===== src/rtl/mem_arbiter.sv =====
// mem_arbiter: two-port round-robin arbiter in front of a single memory port.
// Exactly one transaction is in flight: IDLE accepts, ISSUE strobes memory,
// WAIT captures the registered memory response, RESP holds it for the owner.
module mem_arbiter #(
  parameter int _W = 32,
  parameter int _D = 1024
) (
  input  logic          clk,
  input  logic          rst,
  input  logic          p0_valid,
  output logic          p0_ready,
  input  logic          p0_we,
  input  logic [31:0]   p0_addr,
  input  logic [_W-1:0] p0_wdat,
  output logic          p0_rvalid,
  input  logic          p0_rready,
  output logic [_W-1:0] p0_rdat,
  output logic          p0_err,
  input  logic          p1_valid,
  output logic          p1_ready,
  input  logic          p1_we,
  input  logic [31:0]   p1_addr,
  input  logic [_W-1:0] p1_wdat,
  output logic          p1_rvalid,
  input  logic          p1_rready,
  output logic [_W-1:0] p1_rdat,
  output logic          p1_err,
  output logic          mem_read_en,
  output logic          mem_write_en,
  output logic [31:0]   mem_read_addr,
  output logic [31:0]   mem_write_addr,
  output logic [_W-1:0] mem_write_dat,
  input  logic [_W-1:0] mem_read_dat,
  input  logic          mem_r_v,
  input  logic          mem_w_v
);

  typedef enum logic [1:0] {
    IDLE  = 2'd0,
    ISSUE = 2'd1,
    WAIT  = 2'd2,
    RESP  = 2'd3
  } state_t;

  // Addresses at or above the depth never reach the memory.
  localparam logic [32:0] ADDR_LIMIT = 33'(_D);

  state_t        state_q, state_d;
  logic          last_grant_q, last_grant_d;
  logic          owner_q, owner_d;
  logic          we_q, we_d;
  logic [31:0]   addr_q, addr_d;
  logic [_W-1:0] wdat_q, wdat_d;
  logic [_W-1:0] rdat_q, rdat_d;
  logic          err_q, err_d;

  logic          grant_s;
  logic          any_valid_s;
  logic [31:0]   sel_addr_s;
  logic          ready0_s, ready1_s;
  logic          rd_en_s, wr_en_s;
  logic [31:0]   rd_addr_s, wr_addr_s;
  logic [_W-1:0] wr_dat_s;
  logic          rvalid_s;

  // State register and transaction latches, cleared by synchronous reset.
  always_ff @(posedge clk) begin
    if (rst) begin
      state_q      <= IDLE;
      last_grant_q <= 1'b1;
      owner_q      <= 1'b0;
      we_q         <= 1'b0;
      addr_q       <= 32'd0;
      wdat_q       <= {_W{1'b0}};
      rdat_q       <= {_W{1'b0}};
      err_q        <= 1'b0;
    end else begin
      state_q      <= state_d;
      last_grant_q <= last_grant_d;
      owner_q      <= owner_d;
      we_q         <= we_d;
      addr_q       <= addr_d;
      wdat_q       <= wdat_d;
      rdat_q       <= rdat_d;
      err_q        <= err_d;
    end
  end

  // Next-state, arbitration and per-state strobe decode.
  always_comb begin
    state_d      = state_q;
    last_grant_d = last_grant_q;
    owner_d      = owner_q;
    we_d         = we_q;
    addr_d       = addr_q;
    wdat_d       = wdat_q;
    rdat_d       = rdat_q;
    err_d        = err_q;
    grant_s      = 1'b0;
    any_valid_s  = 1'b0;
    sel_addr_s   = 32'd0;
    ready0_s     = 1'b0;
    ready1_s     = 1'b0;
    rd_en_s      = 1'b0;
    wr_en_s      = 1'b0;
    rd_addr_s    = 32'd0;
    wr_addr_s    = 32'd0;
    wr_dat_s     = {_W{1'b0}};
    rvalid_s     = 1'b0;

    case (state_q)
      IDLE: begin
        // On a tie the port that did not win last time goes first.
        if (p0_valid && p1_valid) begin
          grant_s = ~last_grant_q;
        end else if (p1_valid) begin
          grant_s = 1'b1;
        end else begin
          grant_s = 1'b0;
        end
        any_valid_s = p0_valid | p1_valid;
        sel_addr_s  = grant_s ? p1_addr : p0_addr;
        if (any_valid_s) begin
          ready0_s     = ~grant_s;
          ready1_s     = grant_s;
          owner_d      = grant_s;
          last_grant_d = grant_s;
          we_d         = grant_s ? p1_we : p0_we;
          addr_d       = sel_addr_s;
          wdat_d       = grant_s ? p1_wdat : p0_wdat;
          rdat_d       = {_W{1'b0}};
          if ({1'b0, sel_addr_s} >= ADDR_LIMIT) begin
            state_d = RESP;
            err_d   = 1'b1;
          end else begin
            state_d = ISSUE;
            err_d   = 1'b0;
          end
        end else begin
          state_d = IDLE;
        end
      end
      ISSUE: begin
        if (we_q) begin
          wr_en_s   = 1'b1;
          wr_addr_s = addr_q;
          wr_dat_s  = wdat_q;
        end else begin
          rd_en_s   = 1'b1;
          rd_addr_s = addr_q;
        end
        state_d = WAIT;
      end
      WAIT: begin
        // A failed read returns zero data alongside the error flag.
        if (we_q) begin
          rdat_d = {_W{1'b0}};
          err_d  = ~mem_w_v;
        end else begin
          rdat_d = mem_r_v ? mem_read_dat : {_W{1'b0}};
          err_d  = ~mem_r_v;
        end
        state_d = RESP;
      end
      RESP: begin
        rvalid_s = 1'b1;
        if (owner_q ? p1_rready : p0_rready) begin
          state_d = IDLE;
        end else begin
          state_d = RESP;
        end
      end
      default: begin
        state_d = IDLE;
      end
    endcase
  end

  // Handshake outputs are forced low while reset is asserted.
  assign p0_ready  = ready0_s & ~rst;
  assign p1_ready  = ready1_s & ~rst;
  assign p0_rvalid = rvalid_s & ~owner_q & ~rst;
  assign p1_rvalid = rvalid_s & owner_q & ~rst;
  assign p0_rdat   = p0_rvalid ? rdat_q : {_W{1'b0}};
  assign p1_rdat   = p1_rvalid ? rdat_q : {_W{1'b0}};
  assign p0_err    = p0_rvalid & err_q;
  assign p1_err    = p1_rvalid & err_q;

  assign mem_read_en    = rd_en_s & ~rst;
  assign mem_write_en   = wr_en_s & ~rst;
  assign mem_read_addr  = rst ? 32'd0 : rd_addr_s;
  assign mem_write_addr = rst ? 32'd0 : wr_addr_s;
  assign mem_write_dat  = rst ? {_W{1'b0}} : wr_dat_s;

endmodule

===== config.mk =====
export PLATFORM = sky130hd
export DESIGN_NAME = mem_arbiter
export DESIGN_NICKNAME = d
export VERILOG_FILES = /design/src/rtl/mem_arbiter.sv
export SDC_FILE = /design/constraint.sdc
export NUM_CORES = 1
export LEC_CHECK = 0
export ABC_AREA = 1
export CAP_MARGIN = 20
export CELL_PAD_IN_SITES_DETAIL_PLACEMENT = 1
export CELL_PAD_IN_SITES_GLOBAL_PLACEMENT = 2
export CORE_ASPECT_RATIO = 1.2
export CORE_MARGIN = 2
export CORE_UTILIZATION = 18
export CTS_BUF_LIST = sky130_fd_sc_hd__clkbuf_8
export DETAILED_ROUTE_END_ITERATION = 12
export PLACE_DENSITY = 0.81
export SLEW_MARGIN = 5
export SYNTH_ARGS = -nofsm -noshare
export SYNTH_HDL_FRONTEND = slang
export SYNTH_SLANG_ARGS = --single-unit

===== constraint.sdc =====
create_clock -name clk -period 1.64 [get_ports clk]
set_input_delay 0.328 -clock clk [delete_from_list [all_inputs] [get_ports clk]]
set_output_delay 0.328 -clock clk [all_outputs]
set_load 0.01 [all_outputs]

Yosys cells after proc, flatten, opt, wreduce, memory -nomap -nowiden
Cells that the tools add are included.
{"block": "totals", "reg_bits": 102, "input_bits": 170, "out_inout_bits": 168, "wordCells": 74}
{"block": "op_classes", "order_cmp": 1, "n_reduce_logical": 5, "bitwise_logic": 17, "n_mux": 39, "n_eq_ne": 4}
{"cell": "32-bit 2-to-1 mux", "n": 16}
{"cell": "32-bit one-hot mux with 2 select lines", "n": 1}
{"cell": "32-bit by 11-bit greater-or-equal comparator with 1-bit output (second input constant)", "n": 1}
{"cell": "1-bit 2-to-1 mux", "n": 17}
{"cell": "1-bit AND", "n": 10}
{"cell": "2-bit one-hot mux with 4 select lines", "n": 1}
{"cell": "2-bit 2-to-1 mux", "n": 3}
{"cell": "1-bit inverter", "n": 6}
{"cell": "2-bit equality test (second input constant)", "n": 2}
{"cell": "2-bit AND reduction", "n": 2}
{"cell": "2-bit by 1-bit equality test with 1-bit output (second input constant)", "n": 1}
{"cell": "2-bit zero test", "n": 1}
{"cell": "2-bit != test (second input constant)", "n": 1}
{"cell": "1-bit one-hot mux with 2 select lines", "n": 1}
{"cell": "2-bit nonzero test", "n": 1}
{"cell": "1-bit logical AND", "n": 1}
{"cell": "1-bit bitwise OR", "n": 1}

Logic depth before layout (Yosys ltp)
{"block": "depth", "depth_word": 8, "depth_mapped": 12, "depth_no_buf": 11}

Worst setup path after synthesis
Ideal clock, no wire load.
{"block": "synth_timing", "path_kind": "flip-flop to output port", "startpoint": "reg state_q[0]", "endpoint": "out mem_write_addr[10]", "arrival_ns": 1.460, "t_required_ns": 1.312, "n_path_buf": 1, "slack_ns": -0.148, "path_stages_with_launch": 8, "path_cell_list": "dfxtp_1 > inv_1 > nor2_1 > inv_1 > nor3_1 > inv_2 > buf_6 > nor2_1"}
{"block": "synth_via", "elab_chain_cells": 3}
{"item": "from (decl)", "line_no": "48", "text": "state_t state_q, state_d;"}
{"item": "from (signal assigned)", "line_no": "78", "text": "state_q <= state_d;"}
{"item": "2-bit by 1-bit equality test with 1-bit output", "line_no": "111", "text": "case (state_q)"}
{"item": "32-bit 2-to-1 mux", "line_no": "111"}
{"item": "32-bit 2-to-1 mux", "line_no": "192", "text": "assign mem_write_addr = rst ? 32'd0 : wr_addr_s;"}
{"item": "to (decl)", "line_no": "31", "text": "output logic [31:0] mem_write_addr,"}
Every way passes these cells.

Worst setup path after layout
{"block": "layout_timing", "startpoint": "reg state_q[0]", "endpoint": "out p0_rdat[1]"}
{"block": "layout_via", "elab_chain_cells": 5}
{"item": "2-bit equality test", "line_no": "111"}
{"item": "1-bit 2-to-1 mux", "line_no": "111"}
{"item": "1-bit AND (2 in a row)", "line_no": "182", "text": "assign p0_rvalid = rvalid_s & ~owner_q & ~rst;"}
{"item": "32-bit 2-to-1 mux", "line_no": "184", "text": "assign p0_rdat = p0_rvalid ? rdat_q : {_W{1'b0}};"}
{"item": "to (decl)", "line_no": "17", "text": "output logic [_W-1:0] p0_rdat,"}
Every way passes these cells.

==> implementation parameters <==
Parameter                              Value

Clock tree
  Clock tree root driver cell ... sky130_fd_sc_hd__clkbuf_8
  TritonCTS clock tree ... done
  Clock Sinks ... around 100
  TritonCTS Buffers ... 9
  Clock latency on the worst-skew pair ... roughly 0.4 ns
  # hold bufs at CTS ... 0
  Max Buffers Root-to-Sink ... 2
  H-tree Lvls ... 3
  Clk slew on worst S/H paths ... 0.10 ns

Min path
  Endpoint of the worst hold path ... state_q[1]
  Worst hold start ... rst
  Worst Hold Path Cells ... 3
  Type of the tightest min-delay check ... input port to flop

Worst setup path
  Critical path peak fanout ... 5
  Category of cells accounting for the largest share of critical-path delay ... buffers and inverters
  Critical Path Max Stage Delay ... approximately 0.35 ns
  Crit path cell chain ... buf_4 -> nand2_4 -> nor3_4 -> inv_4 -> buf_4 -> buf_6 -> nor2_1 -> buf_2
  Most frequent cell on the critical path ... sky130_fd_sc_hd__buf_4
  Worst flop-to-flop path startpoint ... state_q[1]
  Reg-to-reg slack, setup ... -0.17 ns
  Data required time of the worst path ... 1.31 ns
  Endpoint of the lowest-slack register-to-register path ... wdat_q[9]
  Type of the worst setup path ... flop to primary output
  Nature of the critical path endpoint ... primary output
  Worst endpoint data arrival time ... 1.72 ns
  Slowest CP cell ... sky130_fd_sc_hd__dfxtp_2
  Startpoint types ... flop
  Total buffers and inverters traversed by the critical path ... 5
  Worst R2R Path Depth ... 10

Synth
  Yosys reg bits ... 102
  Area share of the largest cell type after synthesis ... 0.3801
  Post-synthesis cell area ... 5373 µm²
  Number of warning messages in the yosys log ... 0
  Post-Synthesis Net Count ... 976
  Most used standard cells in the synthesized netlist ... 212 x sky130_fd_sc_hd__nor2_1, 164 x sky130_fd_sc_hd__nand2_1, 116 x sky130_fd_sc_hd__inv_1
  Share of flip-flops with an asynchronous set or reset after synthesis ... 0
  Prevailing post-synth register cell ... sky130_fd_sc_hd__dfxtp_1
  Portion of the post-synthesis area used by sequential elements ... 0.3801
  Mean Syn Cell Area ... between 6 and 7 µm²
  Count leader, synth ... sky130_fd_sc_hd__nor2_1
  Number of enable flip-flop cells after synthesis ... 0
  Count of unique library cells instantiated by Yosys ... 36
  Biggest area contributors in the synthesized netlist ... sky130_fd_sc_hd__dfxtp_1 38%, sky130_fd_sc_hd__nor2_1 15%, sky130_fd_sc_hd__nand2_1 11%
  Instance count of the mapped netlist ... just over 800
  Cell taking the most area after synthesis ... sky130_fd_sc_hd__dfxtp_1

Floorplanning
  Total core area ... 29,530 µm²
  Site Rows ... 69
  Floorplan die width ... between 150 and 200 µm
  Number of top-level design ports ... roughly 340
  Overall die area ... ~31,000 µm²
  Initial core utilization ... 0.1820
  Die height ... 193.3 µm

STA
  Unrepaired setup endpoints after global routing ... true
  Number of pins with negative max-slew slack in the final report ... 0
  Setup Total Neg Slack ... -61.89 ns
  Transition at the pin with the smallest max-transition slack ... 0.2921 ns
  Clock skew after layout ... 0.008323 ns
  Hold Violations, Final ... 0
  Max Freq ... 487.7 MHz
  Final Critical Period ... 2.050 ns
  Post-route setup slack ... -0.4104 ns
  Final setup violation count ... 267
  Fraction of the cycle the final worst path needs ... 1.250
  Normalized max-slew margin ... 0.8053

Pwr
  Int Power ... 0.005345 W
  Clock group share of total power ... 0.205
  Maximum resistive drop on vdd ... about 0.00029 V
  Part of the total power dissipated in sequential elements ... 0.363
  Total power per unit cell area ... 772.8 nW/µm²
  Power share of the combinational group ... 0.432
  Total power draw ... 0.008218 W
  Switching power as a share of total power ... 0.3496
  Switch Pwr ... around 0.0029 W
  Static leakage power ... 4.372 nW

Placed design
  Number of input and output port buffers inserted ... 337
  Post-detail-place hpwl ... approximately 19,000 µm
  Inst Count DP ... 1,553
  Worst slack after detailed placement ... -0.7178 ns
  Final estimated routing congestion in global placement ... 0.7831
  Post-placement cell area ... 9563 µm²

Global route
  Overall global routing resource usage ... 0.1566
  Met3 track demand over resource ... 0.03452
  Met2 capacity usage during global routing ... 0.2783
  Vias in the first global route ... between 6,000 and 7,000
  Global route total overflow ... 0
  Initial antenna violation count ... 4
  Pin count of the biggest net entering global routing ... 32
  Most used routing layer ... met2
  Global-route wire length before repair ... 38,300 µm
  GR Layer Usage met1 ... 0.1809

Route
  Overall via count from detail_route ... 6,707
  Post-detailed-routing wire length ... ~27,000 µm
  Number of optimization iterations in the first detailed-route pass ... 4
  Post-route DRC violation count ... 0
  Count of antenna-violating nets left after detailed routing ... 0
  Count of routing violations after the opening detailed-route iteration ... 178
  Via count normalized by instance count ... around 4.2
  Post-detailed-route wirelength per cell ... 16.52 µm

Cells and area
  Number of filler cells placed in the layout ... 3,581
  Fraction of final layout cells sized beyond drive strength 1 ... 0.3787
  Final net count ... 1,387
  Number of standard cells in the layout, taps in and fillers out ... between 1,500 and 2,000
  Final design instance area without fill ... ~11,000 µm²
  Layout area overhead ... 97.93%

Status
  Run status ... finished, violations left
  Failing checks ... negative setup slack

Flow run
  Number of max-cap violations ... 0
==> registers in the layout, indices dropped and copies added, names as in the netlist <==
register      cells
we_q              1
err_q             1
state_q           2
addr_q           32
owner_q           1
rdat_q           32
wdat_q           32
last_grant_q      1
==> how the worst max path moves through the flow <==
stage	startpoint	end	slack [ns]	cells after the start
2_1_floorplan	state_q[0]	mem_read_addr[10]	0.008	7
6_report	state_q[0]	p0_rdat[1]	-0.41	8
3_5_place_dp	p1_valid	p1_ready	-0.72	7
5_1_grt	state_q[0]	mem_write_addr[21]	-0.52	8
4_1_cts	state_q[0]	mem_write_dat[29]	-0.53	8
3_3_place_gp	p1_valid	p1_ready	-0.73	7
==> placed cells by master, fill, tap and decap left out, drive strengths merged, types with 3 or more instances in the layout <==
cell and count:
inv 122, a31oi 6, nand3b 7, o32ai 10, o21ai 19, a221oi 8
o211ai 16, clkbuf 24, nor2 219, o22ai 11, a211oi 14, nor3 3
nand3 11, a22oi 3, dfxtp 102, a21oi 35, clkdlybuf4s15 13, clkdlybuf4s50 166
buf 255, nand2 170
==> power groups by stage <==
stage | registers, W | clock network (W) | logic, W
after floorplan | 0.00300 | 0 | 0.00144
after global placement | 0.00301 | 0 | 0.00270
after detailed placement | 0.00303 | 0 | 0.00274
after CTS | 0.00298 | 0.00179 | 0.00280
after global routing | 0.00302 | 0.00186 | 0.00387
final | 0.00298 | 0.00169 | 0.00355
==> kinds of logic (layout without fill, tap and decap cells) <==
family,Yosys count,after routing,share of synthesized area
and+or+nand+nor,410,410,0.3121
buffers and inverters,170,584,0.1486
DFF,102,102,0.3801
muxes,1,1,0.001863
AOI/OAI and AO/OA,123,123,0.1574
other,0,2,0
==> layout make-up <==
cell class	instances	area, µm²	area share
clock buffer	11	151.4	0.01424
antenna	2	5.005	0.0004706
inverter	121	486.7	0.04577
sequential	102	2051	0.1928
timing repair buffer	449	4257	0.4003
multi-input combinational	534	3158	0.2970
tap	390	488.0	0.04589
clock inverter	3	37.54	0.003530
==> timing repair <==
action                                  CTS  global route
pin swaps                                 6            32
setup buffers                             6            29
endpoints found under the setup margin  267           267
gates cloned                              0            15
resized for setup                       646           295
==> worst register-to-register path, cell delays in order (launching register included) <==
cell and delay [ns]:
sky130_fd_sc_hd__dfxtp_2 0.35, sky130_fd_sc_hd__buf_6 0.12, sky130_fd_sc_hd__buf_4 0.13, sky130_fd_sc_hd__nor2_4 0.14
sky130_fd_sc_hd__o21ai_4 0.11, sky130_fd_sc_hd__buf_12 0.15, sky130_fd_sc_hd__buf_12 0.13, sky130_fd_sc_hd__buf_4 0.16
sky130_fd_sc_hd__nand2_8 0.11, sky130_fd_sc_hd__buf_12 0.18, sky130_fd_sc_hd__o211ai_1 0.12
==> routing by layer <==
| layer | vias up | share of wire |
|---|---|---|
| li1 | 3314 | - |
| met5 | - | 0.00086 |
| met2 | 204 | 0.51 |
| met1 | 3148 | 0.41 |
| met3 | 37 | 0.056 |
| met4 | 4 | 0.023 |
==> through the flow <==
stage | util | hold slack [ns]
final | 0.3602 | 0.4012
after CTS | 0.3186 | 0.3662
after global routing | 0.3602 | 0.3916
after detailed placement | 0.3239 | 0.4536
after floorplan | - | 0.4389
after global placement | 0.3239 | 0.4483
(Power assumes the default switching activity.)
